`src/rtl/nn_pkg.sv`:
```
// nn_pkg: lane constants and FSM encodings shared by the softmax and argmax stages
package nn_pkg;
  localparam int N_CLASSES = 10;
  localparam int DATA_W = 16;
  localparam logic [15:0] Q15_ONE = 16'h8000;
  localparam logic [15:0] CONF_THRESH_Q15 = 16'h4000;
  typedef enum logic [1:0] {IDLE = 2'd0, SCAN = 2'd1, HOLD = 2'd2} state_t;
endpackage

```
`src/rtl/argmax_cmp_cell.sv`:
```
// argmax_cmp_cell: combinational top-2 update of one lane; strict compare keeps the lowest index on ties
module argmax_cmp_cell #(
  parameter int DATA_W = 16,
  parameter int IDX_W = 4
) (
  input  logic [DATA_W-1:0] v,
  input  logic [IDX_W-1:0]  idx,
  input  logic [DATA_W-1:0] best,
  input  logic [DATA_W-1:0] second,
  input  logic [IDX_W-1:0]  best_idx,
  output logic [DATA_W-1:0] best_nxt,
  output logic [DATA_W-1:0] second_nxt,
  output logic [IDX_W-1:0]  best_idx_nxt
);
  always_comb begin
    best_nxt = v > best ? v : best;
    second_nxt = v > best ? best : (v > second ? v : second);
    best_idx_nxt = v > best ? idx : best_idx;
  end
endmodule

```
`src/rtl/argmax_classifier.sv`:
```
// argmax_classifier: serial argmax/margin scan of a Q1.15 probability vector; ARGMAX_STATS_EN adds per-class decision counters
module argmax_classifier
  import nn_pkg::*;
#(
  parameter int N_CLASSES = nn_pkg::N_CLASSES,
  parameter int DATA_W = nn_pkg::DATA_W,
  parameter logic [DATA_W-1:0] CONF_THRESH = DATA_W'(nn_pkg::CONF_THRESH_Q15)
) (
  input  logic                          clk,
  input  logic                          rst,
  input  logic [N_CLASSES*DATA_W-1:0]   prob_in,
  input  logic                          in_valid,
  output logic                          in_ready,
  output logic [3:0]                    class_idx,
  output logic [DATA_W-1:0]             best_prob,
  output logic [DATA_W-1:0]             margin,
  output logic                          low_conf,
  output logic                          out_valid,
  input  logic                          out_ready,
  output logic                          overrun,
  input  logic [3:0]                    stat_sel,
  output logic [15:0]                   stat_count
);
  localparam logic [3:0] LAST = 4'(N_CLASSES - 1);
  if (N_CLASSES < 1 || N_CLASSES > 16) begin : g_bad_n
    $error("argmax_classifier: N_CLASSES must be in 1..16");
  end
  state_t state, state_nxt;
  logic [N_CLASSES*DATA_W-1:0] prob_q;
  logic [3:0] idx, best_idx, best_idx_nxt;
  logic [DATA_W-1:0] best, second, best_nxt, second_nxt, lane;
  assign lane = prob_q[idx*DATA_W +: DATA_W];
  argmax_cmp_cell #(.DATA_W(DATA_W), .IDX_W(4)) u_cell (
    .v(lane),
    .idx(idx),
    .best(best),
    .second(second),
    .best_idx(best_idx),
    .best_nxt(best_nxt),
    .second_nxt(second_nxt),
    .best_idx_nxt(best_idx_nxt)
  );
  always_ff @(posedge clk) begin
    state <= rst ? IDLE : state_nxt;
  end
  always_comb begin
    state_nxt = state == IDLE ? (in_valid ? SCAN : IDLE)
              : state == SCAN ? (idx == LAST ? HOLD : SCAN)
              : state == HOLD ? (out_ready ? IDLE : HOLD)
              : IDLE;
  end
  always_comb begin
    in_ready = state == IDLE;
    out_valid = state == HOLD;
  end
  always_ff @(posedge clk) begin
    if (rst) begin
      prob_q <= '0;
      idx <= '0;
      best <= '0;
      second <= '0;
      best_idx <= '0;
      class_idx <= '0;
      best_prob <= '0;
      margin <= '0;
      low_conf <= 1'b0;
      overrun <= 1'b0;
    end else begin
      if (in_valid && !in_ready) overrun <= 1'b1;
      if (state == IDLE && in_valid) begin
        prob_q <= prob_in;
        idx <= '0;
        best <= '0;
        second <= '0;
        best_idx <= '0;
      end else if (state == SCAN) begin
        idx <= idx + 4'd1;
        best <= best_nxt;
        second <= second_nxt;
        best_idx <= best_idx_nxt;
        // result registers load only on the last lane so they hold through HOLD and beyond
        if (idx == LAST) begin
          class_idx <= best_idx_nxt;
          best_prob <= best_nxt;
          margin <= best_nxt - second_nxt;
          low_conf <= best_nxt < CONF_THRESH;
        end
      end
    end
  end
`ifdef ARGMAX_STATS_EN
  logic [15:0] cnt [N_CLASSES];
  always_ff @(posedge clk) begin
    if (rst) begin
      for (int i = 0; i < N_CLASSES; i++) cnt[i] <= '0;
      stat_count <= '0;
    end else begin
      if (out_valid && out_ready && cnt[class_idx] != 16'hFFFF) cnt[class_idx] <= cnt[class_idx] + 16'd1;
      stat_count <= 32'(stat_sel) < N_CLASSES ? cnt[stat_sel] : '0;
    end
  end
`else
  logic stat_sel_unused;
  assign stat_sel_unused = ^stat_sel;
  assign stat_count = '0;
`endif
endmodule

```
`config.mk`:
```
export PLATFORM = sky130hd
export DESIGN_NAME = argmax_classifier
export DESIGN_NICKNAME = d
export VERILOG_FILES = /design/src/rtl/nn_pkg.sv /design/src/rtl/argmax_cmp_cell.sv /design/src/rtl/argmax_classifier.sv
export SDC_FILE = /design/constraint.sdc
export NUM_CORES = 1
export LEC_CHECK = 0
export BUFFER_PORTS_ARGS = -buffer_cell sky130_fd_sc_hd__buf_2
export CORE_ASPECT_RATIO = 0.75
export CORE_UTILIZATION = 40
export DETAILED_ROUTE_END_ITERATION = 7
export SLEW_MARGIN = 40
export SYNTH_ARGS = -nofsm -noshare
export SYNTH_HDL_FRONTEND = slang
export SYNTH_SLANG_ARGS = --single-unit
```
`constraint.sdc`:
```
create_clock -name clk -period 11.89 [get_ports clk]
set_input_delay 0.5945 -clock clk [delete_from_list [all_inputs] [get_ports clk]]
set_output_delay 0.5945 -clock clk [all_outputs]
set_load 0.02 [all_outputs]
```
==> impl_metrics.csv <==
group,metric,value,unit
status,status,"finished, final reports clean",
floorplan,die_y,152,um
setup_path,slowest_stage,"dfxtp_4",
timing,tightest_slew,0.849,ns
place,hpwl,25400,um
route,routedWlPerCell,17.5,um
floorplan,ioPinCount,224,
setup_path,crit_path_end_kind,"flip-flop",
route,dr.pass1.iters,5,
cts,post_cts_buffers,0,
cts,cts_resized,0,
place,placed_cells,2006,
setup_path,cp_data_arrival_time,9.16,ns
floorplan,core,29300,um2
cts,cts.sinks,240,
setup_path,crit_path_start_kind,"flip-flop",
synth,ys_ff_latch,240,
finish,seq_area,4810,um2
cts,clk_pin_slew,0.07,ns
min_path,whs_path_depth,3,
finish,stdcell_count,2056,
synth,synth-async-reset-ratio,0,
finish,num-fill-cells,2948,
setup_path,r2r-start,"idx[0]$_SDFFE_PP0P_",
cts,ctsLongestPathBuffers,3,
global_route,antenna_found_initial,3,
global_route,grt_pass1_vias,10200,
setup_path,cpMostUsedCell,"buf_4",
setup_path,worst-r2r-cell-count,26,
finish,layout-drive-gt1-share,0.197,
setup_path,cp.buffers_inverters,2,
cts,cts_tree,"yes",
cts,cts_hold_buffers,0,
global_route,grt.total_usage,0.231,
min_path,min_path_type,"in2reg",
synth,seq_area_frac_synth,0.401,
floorplan,initial_core_util,0.410,
setup_path,timing.rr.end,"margin[14]$_SDFFE_PP0P_",
route,drc,0,
timing,min_period,8.71,ns
setup_path,r2r_slack,3.18,ns
timing,max_clock_freq,115,MHz
floorplan,die-area,30700,um2
timing,rsz0062_at_grt,"false",
cts,cts_buffers,26,
power_and_ir_drop,p_per_area,175,nW/um2
floorplan,rows,54,
setup_path,critPathMaxStageDelay,0.73,ns
synth,synth_cell_types,79,
route,vias,10900,
timing,hold_violations,0,
global_route,overflow,0,
synth,synth_ff_type,"dfxtp_1",
cts,clock_latency,0.56,ns
synth,syn-instance-count,1507,
finish,multiInputGateArea,6570,um2
finish,layout.nets,1854,
place,io_buffers,203,
timing,setup_tns,0,ns
setup_path,criticalPathCategory,"reg2reg",
route,drt_wl_total,35900,um
power_and_ir_drop,ir_drop,0.0884,mV
min_path,holdPathEnd,"prob_q[62]$_SDFFE_PP0P_",
global_route,grt_pass1_wl,56600,um
synth,syn_area,12000,um2
place,place_ws,3.12,ns
route,ant_nets,0,
place,place_congestion,0.842,
timing,drv_slew,0,
route,drt_first_iter_violations,768,
timing,fin_skew,0.0292,ns
cts,clockRootBuffer,"clkbuf_16",
timing,period_share,0.732,
timing,slew_headroom,0.434,
global_route,grt_max_degree,99,
setup_path,worstPathMaxFanout,43,
finish,syn_to_final_growth,17.5,%
min_path,worstHoldStart,"prob_in[62]",
setup_path,critPathTopFamily,"compound AO/OA/AOI/OAI gates",
cts,htreeDepth,1,
setup_path,worstPathRequired,12.34,ns
finish,final_util,0.482,
floorplan,die_w,202,um
synth,syn_area_per_cell,7.96,um2
synth,synth_edf_count,0,
power_and_ir_drop,p_leak,5.47,nW
flow_run,drv_cap,0,
timing,finalWorstSetupSlack,3.18,ns
timing,setup_viol,0,
route,avgViaCountPerCell,5.33,
synth,ys_warn_count,0,
==> Yosys cell counts (5+ instances only) <==
cell	number	area [um2]
nand2_1	425	1600
a21oi_1	249	1250
dfxtp_1	240	4800
nor2_1	87	327
clkbuf_1	85	319
ha_1	43	538
inv_1	39	146
mux2i_1	36	360
mux4_2	32	721
a211oi_1	30	225
o21ai_0	28	140
o22ai_1	19	119
buf_4	17	128
buf_1	14	52.6
nand3_1	13	65.1
xnor2_1	13	114
nor3_1	11	55.1
a21o_1	7	52.6
nand4_1	7	43.8
nor2b_1	7	43.8
a311oi_1	6	52.6
buf_2	6	30.0
a31oi_1	5	31.3
o21ai_1	5	25.0
o31ai_1	5	37.5
xor2_1	5	43.8
==> stage by stage <==
step / instance area (um2) / power [mW] / hold WS, ns
2_1_floorplan: 12100 / 1.43 / 0.433
6_report: 14100 / 2.47 / 0.273
3_3_place_gp: 13100 / 1.60 / 0.436
3_5_place_dp: 13200 / 1.61 / 0.438
4_1_cts: 14100 / 2.48 / 0.251
5_1_grt: 14100 / 2.59 / 0.262
==> worst register-to-register path, delay by kind of cell (launching register included) <==
family,cells,cell delay [ns]
flip-flops,1,0.73
multiplexers,2,0.90
AO/OA/AOI/OAI,12,3.07
buffers and inverters,2,1.01
AND/OR/NAND/NOR,8,2.04
adder cells (fa/ha/maj),2,0.89
==> placed cells by master, fill, tap and decap left out, drive strengths merged, types with 14 or more instances in the layout <==
master | Yosys | routed
o21ai | 33 | 33
conb | 1 | 16
nor2 | 88 | 88
mux2i | 36 | 36
nand2 | 426 | 426
a211oi | 31 | 31
clkbuf | 85 | 36
mux4 | 32 | 32
ha | 43 | 43
dfxtp | 240 | 240
buf | 39 | 216
o22ai | 20 | 20
inv | 40 | 41
a21oi | 250 | 250
xnor2 | 14 | 14
==> worst max path at each step <==
| stage | cells past startpoint | slack [ns] | from | endpoint |
|---|---|---|---|---|
| after floorplan | 34 | 3.83 | idx[0]$_SDFFE_PP0P_ | margin[14]$_SDFFE_PP0P_ |
| after global placement | 28 | 3.23 | idx[0]$_SDFFE_PP0P_ | margin[14]$_SDFFE_PP0P_ |
| after detailed placement | 28 | 3.12 | idx[0]$_SDFFE_PP0P_ | margin[14]$_SDFFE_PP0P_ |
| after CTS | 28 | 3.11 | idx[0]$_SDFFE_PP0P_ | margin[14]$_SDFFE_PP0P_ |
| after global routing | 26 | 2.62 | idx[0]$_SDFFE_PP0P_ | margin[14]$_SDFFE_PP0P_ |
| final | 26 | 3.18 | idx[0]$_SDFFE_PP0P_ | margin[14]$_SDFFE_PP0P_ |
==> cell families (layout without fill, tap and decap cells) <==
group | count (synthesis) | count (layout) | share of synthesized area
fa+ha+maj | 45 | 45 | 0.0475
xor+xnor | 19 | 19 | 0.0145
flops | 240 | 240 | 0.401
other cells | 1 | 19 | 0.000313
buf+inv | 166 | 305 | 0.0596
mux | 69 | 69 | 0.0911
compound gates | 384 | 384 | 0.188
simple gates | 583 | 583 | 0.199
==> area by class of cell <==
class                      instances  share of cell area
multi-input combinational       1116               0.466
sequential                       240               0.341
timing repair buffer             216              0.0806
clock buffer                      36              0.0539
tap                              392              0.0348
inverter                          42              0.0115
clock inverter                    11              0.0109
antenna                            3            0.000533
==> flip-flops by register name, summed over array words and instances, names as in the netlist, 2 cells and up <==
register   count
best          16
best_idx       4
best_prob     16
class_idx      4
idx            4
margin        16
prob_q       160
second        16
state          2
==> per-layer routing <==
metal  GRT usage  up-vias  share of wire
met2       0.328      338           0.40
li1            -     5403              -
met3      0.0416       39          0.064
met4      0.0415        0          0.015
met1       0.362     5169           0.52
met5           0        -              0
==> where the power goes <==
group          switching (mW)  total [mW]  internal, mW
combinational           0.462       0.733         0.271
sequential             0.0259       0.871         0.845
clock                   0.348       0.861         0.514
Note: power is estimated with default switching activity, not from simulation.
